## src/rtl/mem_arbiter.sv

```systemverilog
// mem_arbiter: round-robin arbiter sharing one memory port between instruction fetch and data access.
// Tracks one read in flight and suppresses stores that fall outside the DRAM window.
`default_nettype none

module mem_arbiter #(
  parameter int ADDR_WIDTH = 16,
  parameter int WIDTH      = 32,
  parameter int RD_LATENCY = 1,
  parameter int DRAM_BASE  = 4096,
  parameter int DRAM_LIMIT = 8192
) (
  input  logic                  clk,
  input  logic                  rst,
  input  logic                  if_req_i,
  input  logic [ADDR_WIDTH-1:0] if_addr_i,
  output logic                  if_gnt_o,
  output logic                  if_rvalid_o,
  output logic [WIDTH-1:0]      if_rdata_o,
  input  logic                  d_req_i,
  input  logic                  d_we_i,
  input  logic [ADDR_WIDTH-1:0] d_addr_i,
  input  logic [WIDTH-1:0]      d_wdata_i,
  output logic                  d_gnt_o,
  output logic                  d_rvalid_o,
  output logic [WIDTH-1:0]      d_rdata_o,
  output logic                  d_err_o,
  output logic                  memread_o,
  output logic                  memwrite_o,
  output logic [ADDR_WIDTH-1:0] memaddr_o,
  output logic [WIDTH-1:0]      memwdata_o,
  input  logic [WIDTH-1:0]      memrdata_i
);

  localparam int CW = (RD_LATENCY < 2) ? 1 : $clog2(RD_LATENCY + 1);
  localparam logic [CW-1:0] CNT_LOAD = CW'(RD_LATENCY);
  localparam logic [CW-1:0] CNT_ONE  = CW'(1);
  localparam logic [ADDR_WIDTH-1:0] BASE_A  = ADDR_WIDTH'(DRAM_BASE);
  localparam logic [ADDR_WIDTH-1:0] LIMIT_A = ADDR_WIDTH'(DRAM_LIMIT);
  localparam logic PORT_D  = 1'b0;
  localparam logic PORT_IF = 1'b1;

  typedef enum logic [0:0] {IDLE = 1'b0, RDWAIT = 1'b1} state_t;

  state_t          state;
  logic [CW-1:0]   cnt;
  logic            prio;
  logic            owner;
  logic            err_q;

  logic                  last_cycle;
  logic                  can_grant;
  logic                  d_win;
  logic                  if_win;
  logic                  grant;
  logic                  win_we;
  logic [ADDR_WIDTH-1:0] win_addr;
  logic                  in_window;
  logic                  rd_done;

  // The final wait cycle of a read doubles as a grant slot so reads can stream back-to-back.
  assign last_cycle = (state == RDWAIT) && (cnt == CNT_ONE);
  assign can_grant  = rst && ((state == IDLE) || last_cycle);
  assign d_win      = d_req_i && (!if_req_i || (prio == PORT_D));
  assign if_win     = if_req_i && (!d_req_i || (prio == PORT_IF));
  assign grant      = can_grant && (d_req_i || if_req_i);
  assign win_we     = d_win && d_we_i;
  assign win_addr   = d_win ? d_addr_i : if_addr_i;
  assign in_window  = (win_addr >= BASE_A) && (win_addr < LIMIT_A);
  assign rd_done    = rst && last_cycle;

  assign d_gnt_o     = grant && d_win;
  assign if_gnt_o    = grant && if_win;
  assign memread_o   = grant && !win_we;
  assign memwrite_o  = grant && win_we && in_window;
  assign memaddr_o   = grant ? win_addr : '0;
  assign memwdata_o  = (grant && d_win) ? d_wdata_i : '0;

  assign if_rvalid_o = rd_done && (owner == PORT_IF);
  assign d_rvalid_o  = rd_done && (owner == PORT_D);
  assign if_rdata_o  = if_rvalid_o ? memrdata_i : '0;
  assign d_rdata_o   = d_rvalid_o ? memrdata_i : '0;
  assign d_err_o     = err_q;

  always_ff @(posedge clk or negedge rst) begin
    if (!rst) begin
      state <= IDLE;
      cnt   <= '0;
      prio  <= PORT_D;
      owner <= PORT_D;
      err_q <= 1'b0;
    end else begin
      err_q <= grant && win_we && !in_window;
      if (grant) begin
        prio <= d_win ? PORT_IF : PORT_D;
      end
      if (grant && !win_we) begin
        state <= RDWAIT;
        cnt   <= CNT_LOAD;
        owner <= d_win ? PORT_D : PORT_IF;
      end else if (state == RDWAIT) begin
        if (cnt == CNT_ONE) begin
          state <= IDLE;
          cnt   <= '0;
        end else begin
          cnt <= cnt - CNT_ONE;
        end
      end
    end
  end

endmodule

`default_nettype wire

```

## config.mk

```make
export PLATFORM = sky130hd
export DESIGN_NAME = mem_arbiter
export DESIGN_NICKNAME = d
export VERILOG_FILES = /design/src/rtl/mem_arbiter.sv
export SDC_FILE = /design/constraint.sdc
export NUM_CORES = 1
export LEC_CHECK = 0
export BUFFER_PORTS_ARGS = -buffer_cell sky130_fd_sc_hd__clkbuf_2
export CAP_MARGIN = 20
export CORE_AREA = 5 5 82 84
export CTS_CLUSTER_SIZE = 30
export DETAILED_ROUTE_END_ITERATION = 6
export DIE_AREA = 0 0 87 89
export SETUP_SLACK_MARGIN = 0.2
export SLEW_MARGIN = 20
export SYNTH_ARGS = -nofsm -noshare
export SYNTH_HDL_FRONTEND = slang
export SYNTH_SLANG_ARGS = --single-unit
```

## constraint.sdc

```tcl
create_clock -name clk -period 1.61 [get_ports clk]
set_input_delay 0.2415 -clock clk [delete_from_list [all_inputs] [get_ports clk]]
set_output_delay 0.2415 -clock clk [all_outputs]
set_load 0.05 [all_outputs]
```

After elaboration in Yosys (flattened, before gate mapping)
Cells that the tools add are included.
- output and inout bits: 119
- register bits after elaboration: 5
- bitwise operators: 3
- magnitude comparators: 2
- reductions and logical operators: 25
- multiplexer cells: 13
- add/sub/neg operators: 1
- operators with widths (cell ; number):
    2-to-1 mux 32 bit ; 3
    2-to-1 mux 16 bit ; 2
    >= comparator 16 x 13 -> 1 bit (second input constant) ; 1
    logical AND 1 bit ; 16
    less-than comparator 16 x 14 -> 1 bit (second input constant) ; 1
    2-to-1 mux 1 bit ; 8
    zero test 1 bit ; 4
    logical OR 1 bit ; 4
    NOT 1 bit ; 3
    nonzero test 2 bit ; 1
    subtractor 1 bit (second input constant) ; 1

Longest topological paths before layout
- word-level depth: 8
- gate-level depth with buffers: 5
- mapped depth without buffers: 4

Worst setup path after synthesis
OpenSTA, ideal clock, no wires.
- path kind: flip-flop to output port
- from: register cnt
- to: output port d_rdata_o[10]
- arrival time: 1.740 ns
- path slack: -0.372 ns
- cell stages (with the launch flop): 5
- path through: dfrtp_1 -> nand3_1 -> nor2_1 -> clkbuf_1 -> and2_1
- longest elaborated chain between the ends: 4
- ends and longest elaborated chain (element ; RTL line ; RTL):
    start: declaration ; 45 ; logic [CW-1:0] cnt;
    start signal: assignment ; 105 ; cnt <= cnt - CNT_ONE;
    logical AND 1 bit ; 61 ; assign last_cycle = (state == RDWAIT) && (cnt == CNT_ONE);
    logical AND 1 bit ; 69 ; assign rd_done = rst && last_cycle;
    logical AND 1 bit ; 79 ; assign d_rvalid_o = rd_done && (owner == PORT_D);
    via d_rvalid_o ; 24 ; output logic d_rvalid_o,
    2-to-1 mux 32 bit ; 81 ; assign d_rdata_o = d_rvalid_o ? memrdata_i : '0;
    end: declaration ; 25 ; output logic [WIDTH-1:0] d_rdata_o,
The timed path passes the listed nets, and every way through them passes these cells.

Worst setup path in the final report
- from: register prio
- to: output port memwdata_o[11]
- longest elaborated chain between the ends: 5
- ends and longest elaborated chain (element ; RTL line ; RTL):
    start: declaration ; 46 ; logic prio;
    start signal: assignment ; 94 ; prio <= d_win ? PORT_IF : PORT_D;
    NOT 1 bit ; 63 ; assign d_win = d_req_i && (!if_req_i || (prio == PORT_D));
    logical OR 1 bit ; 63 ;
    logical AND 1 bit ; 63 ;
    logical AND 1 bit ; 76 ; assign memwdata_o = (grant && d_win) ? d_wdata_i : '0;
    2-to-1 mux 32 bit ; 76 ;
    end: declaration ; 30 ; output logic [WIDTH-1:0] memwdata_o,
Every way passes these cells.

==> impl_summary.md <==
Setup path
The worst setup path startpoint is prio. The worst reg2reg path depth is 6. The biggest cell delay along the critical path is roughly 0.41 ns. The end point of the critical path is memwdata_o[11]. The kind of launch point of the worst setup path is a register. The worst setup path is of the reg -> out kind. The reg-to-reg setup timing slack is roughly 0.14 ns. Data on the critical path is required at its endpoint by 1.37 ns. In this run the critical register-to-register path is launched from prio.

For this design, the slowest cell found on the critical path is sky130_fd_sc_hd__dfrtp_1. The cell repeated most along the worst path is sky130_fd_sc_hd__clkbuf_16. The endpoint class of the critical path is an output port. Traced cell by cell, the critical path runs through a21boi_4 -> and3_4 -> buf_12 -> clkbuf_16 -> and2_4 -> clkbuf_16.

The highest fanout seen on the critical path is 5. STA puts the critical path data arrival time at 1.64 ns. The end of the worst register-to-register path is owner.

Clock network
The number of buffers created by CTS is 3. The TritonCTS clock tree is done. The number of buffers on the longest clock path is 2.

The maximum level of the CTS H-tree is 1. The latest clock arrival within the worst-skew pair is 0.22 ns. The clock transition time at the flip-flop clock pins of the worst setup and hold paths is ~0.040 ns. The root buffer selected by CTS is sky130_fd_sc_hd__clkbuf_8. The clock sink count is 5.

Placement
The area after detailed placement is 0.00339 mm2. Detailed placement ended at an HPWL of around 6000 um. Port buffering added 219 buffers.

The final RePlAce weighted congestion is 0.801.

Power and ir drop
The leakage component of the power is between 2 and 2.5 nW. The power consumption is 0.00406 W. VDD sags by at most approximately 0.70 mV. In this run the power density over the cells is 855 mW/mm2.

STA
The worst setup skew after layout is 0.000774 ns. Timing would allow up to 532 MHz. In the finished design, the share of the clock period the worst path needs comes to 1.17. The count of endpoints failing setup in the final report is 114. The worst pin sits at a relative slew slack of 0.642. In the post-route analysis, the smallest setup slack over all paths is -0.271 ns. Final hold analysis gives a worst-case slack of 0.293 ns.

Setup total negative slack on the finished layout was measured at -19.87 ns. For the pin with the worst max-slew slack, the measured transition is 0.529 ns. The clock period minus worst slack is approximately 1.9 ns. Setup repair after global routing could not meet its margin everywhere. The final number of hold-violating endpoints came to 0. The total count of max-transition violations in the final report is 0.

Global route
Across every metal layer, demand over resource in global routing totals 0.243. The number of antenna violations at the first check in global routing is 0. For this run the aggregate overflow at the end of global routing stands at 0. The first global-routing pass estimated 14400 um of wire. The via count of the first global-routing pass is 2454. The pin count of the biggest net entering global routing is 21.

Drt
The detailed-routing iteration count for the pre-antenna-repair pass is 4. The detailed router finished its first iteration with between 40 and 50 violations. Once detail routing completed, the nets flagged for antenna violations numbered 0.

For this block, the routed nets add up to about 10000 um of wire. In the routed layout, each cell is associated on average with a via count of 4.59. The total number of vias is 2193. After detailed routing, the number of remaining DRC violations is 0. The per-cell routed wire length is 21.3 um.

Floorplan
220 I/O pins were placed. The initial utilization of the core area, before any placement, comes to 0.190. The core region is 0.00585 mm2. The full die area is between 0.007 and 0.008 mm2. The floorplan has 28 rows. The floorplan die width is 87 um. From bottom edge to top edge, the die measures between 80 and 90 um.

Synth
The count of yosys warnings during synthesis is 0. The most common flop cell mapped by yosys is sky130_fd_sc_hd__dfrtp_1. Counting flops and latches in the post-synthesis netlist gives 5. After synthesis, the share of flip-flops with an asynchronous set or reset is 1.00. The number of nets in the synthesized netlist is about 260. Summing every instance area after synthesis gives 0.00111 mm2. The number of enable flip-flop cells after synthesis is 0.

Counting distinct cell types in the post-synthesis netlist gives 22. The average instance in the mapped netlist occupies 7.13 um2. The post-synthesis cell count is 156.

The post-synthesis sequential area ratio is 0.112.

Layout
The number of fillers in the final layout is 320. From synthesis to final layout, the design area changed by 327%. The most common cell after layout, fill and taps aside is sky130_fd_sc_hd__clkbuf_2. The share of post-route cells with drive strength above 1 is 0.931. Once layout is done, the placed cells without fillers occupy 0.00475 mm2. After the last flow step, the layout net total stands at 505. In the layout the commonest cells are 101 x sky130_fd_sc_hd__clkbuf_2, 66 x sky130_fd_sc_hd__and2_4, 54 x sky130_fd_sc_hd__buf_12, 31 x sky130_fd_sc_hd__clkbuf_8, 25 x sky130_fd_sc_hd__and2_2.

The final antenna diode count is 0.

Run status
The checks that failed: setup timing. The run finished, with violations left.

Flow run
Across the run, the number of max-cap violations was 0.

Min path
The class of the tightest hold or removal check is in -> reg.
-- worst min-delay path by stage --
stage,endpoint,depth (start not counted),from,slack (ns)
global route,d_err_o,3,d_we_i,0.29
detailed placement,state,2,rst,0.20
floorplan,cnt,0,rst,-0.05
CTS,d_err_o,3,d_we_i,0.27
global placement,state,2,rst,0.21
finish,d_err_o,3,d_we_i,0.29
-- cell families after synthesis --
| logic type | share of synthesized area |
|---|---|
| compound gates | 0.137 |
| buf+inv | 0.0877 |
| flops | 0.112 |
| mux | 0.0360 |
| simple gates | 0.627 |
-- repair_timing --
item                                    4_1_cts  5_1_grt
pin swaps                                     2        4
gates resized for setup                     181       25
cloned                                        7        1
endpoints found under the setup margin      118      118
endpoints found under the hold margin         5        0
buffers inserted                              8        2
hold buffers                                  2        0
-- routing by layer --
| layer | GRT usage | share of wire | vias to the layer above |
|---|---|---|---|
| li1 | - | - | 1012 |
| met1 | 0.250 | 0.32 | 1036 |
| met2 | 0.493 | 0.58 | 123 |
| met3 | 0.0525 | 0.073 | 22 |
| met4 | 0.0595 | 0.025 | 0 |
| met5 | 0 | 0 | - |
-- metrics by stage --
stage | instances | utilization | setup WS [ns]
floorplan | 156 | - | 0.0216
global placement | 454 | 0.580 | -0.0377
detailed placement | 454 | 0.580 | -0.0643
CTS | 475 | 0.798 | -0.225
global route | 478 | 0.812 | -0.306
finish | 478 | 0.812 | -0.271
-- area by class of cell --
class / count / area (um2) / share of cell area
inverters: 4 / 20.0 / 0.00422
clock buffers: 4 / 45.0 / 0.00949
multi-input cells: 135 / 1240 / 0.262
repair buffers: 255 / 3220 / 0.678
well taps: 75 / 93.8 / 0.0198
flip-flops and latches: 5 / 125 / 0.0264
-- sequential cells by signal, indices dropped and copies added (netlist names) --
signal and count:
prio 1, owner 1, d_err_o 1, cnt 1, state 1
-- worst max-delay path: cells and delay by family, from the launching register on --
family / cells / cell delay [ns]
AND/OR/NAND/NOR: 2 / 0.41
flip-flops: 1 / 0.41
AO/OA/AOI/OAI: 1 / 0.17
buffers and inverters: 3 / 0.41
-- cell usage after synthesis, drive strengths merged (2+ instances only) --
| master | instances | share of area |
|---|---|---|
| nand3 | 2 | 0.0090 |
| a22o | 12 | 0.094 |
| nor2 | 6 | 0.020 |
| nand2b | 3 | 0.017 |
| inv | 4 | 0.013 |
| and3 | 2 | 0.011 |
| clkbuf | 6 | 0.020 |
| dfrtp | 5 | 0.11 |
| buf | 6 | 0.054 |
| and2 | 96 | 0.54 |
| mux2i | 4 | 0.036 |
| nand4 | 2 | 0.011 |
-- where the power goes --
group | switching (W) | internal [W]
logic | 0.00183 | 0.00178
registers | 0.0000457 | 0.000171
clock network | 0.0000660 | 0.000170
total | 0.00194 | 0.00212
Power figures use the tool's default switching activity.
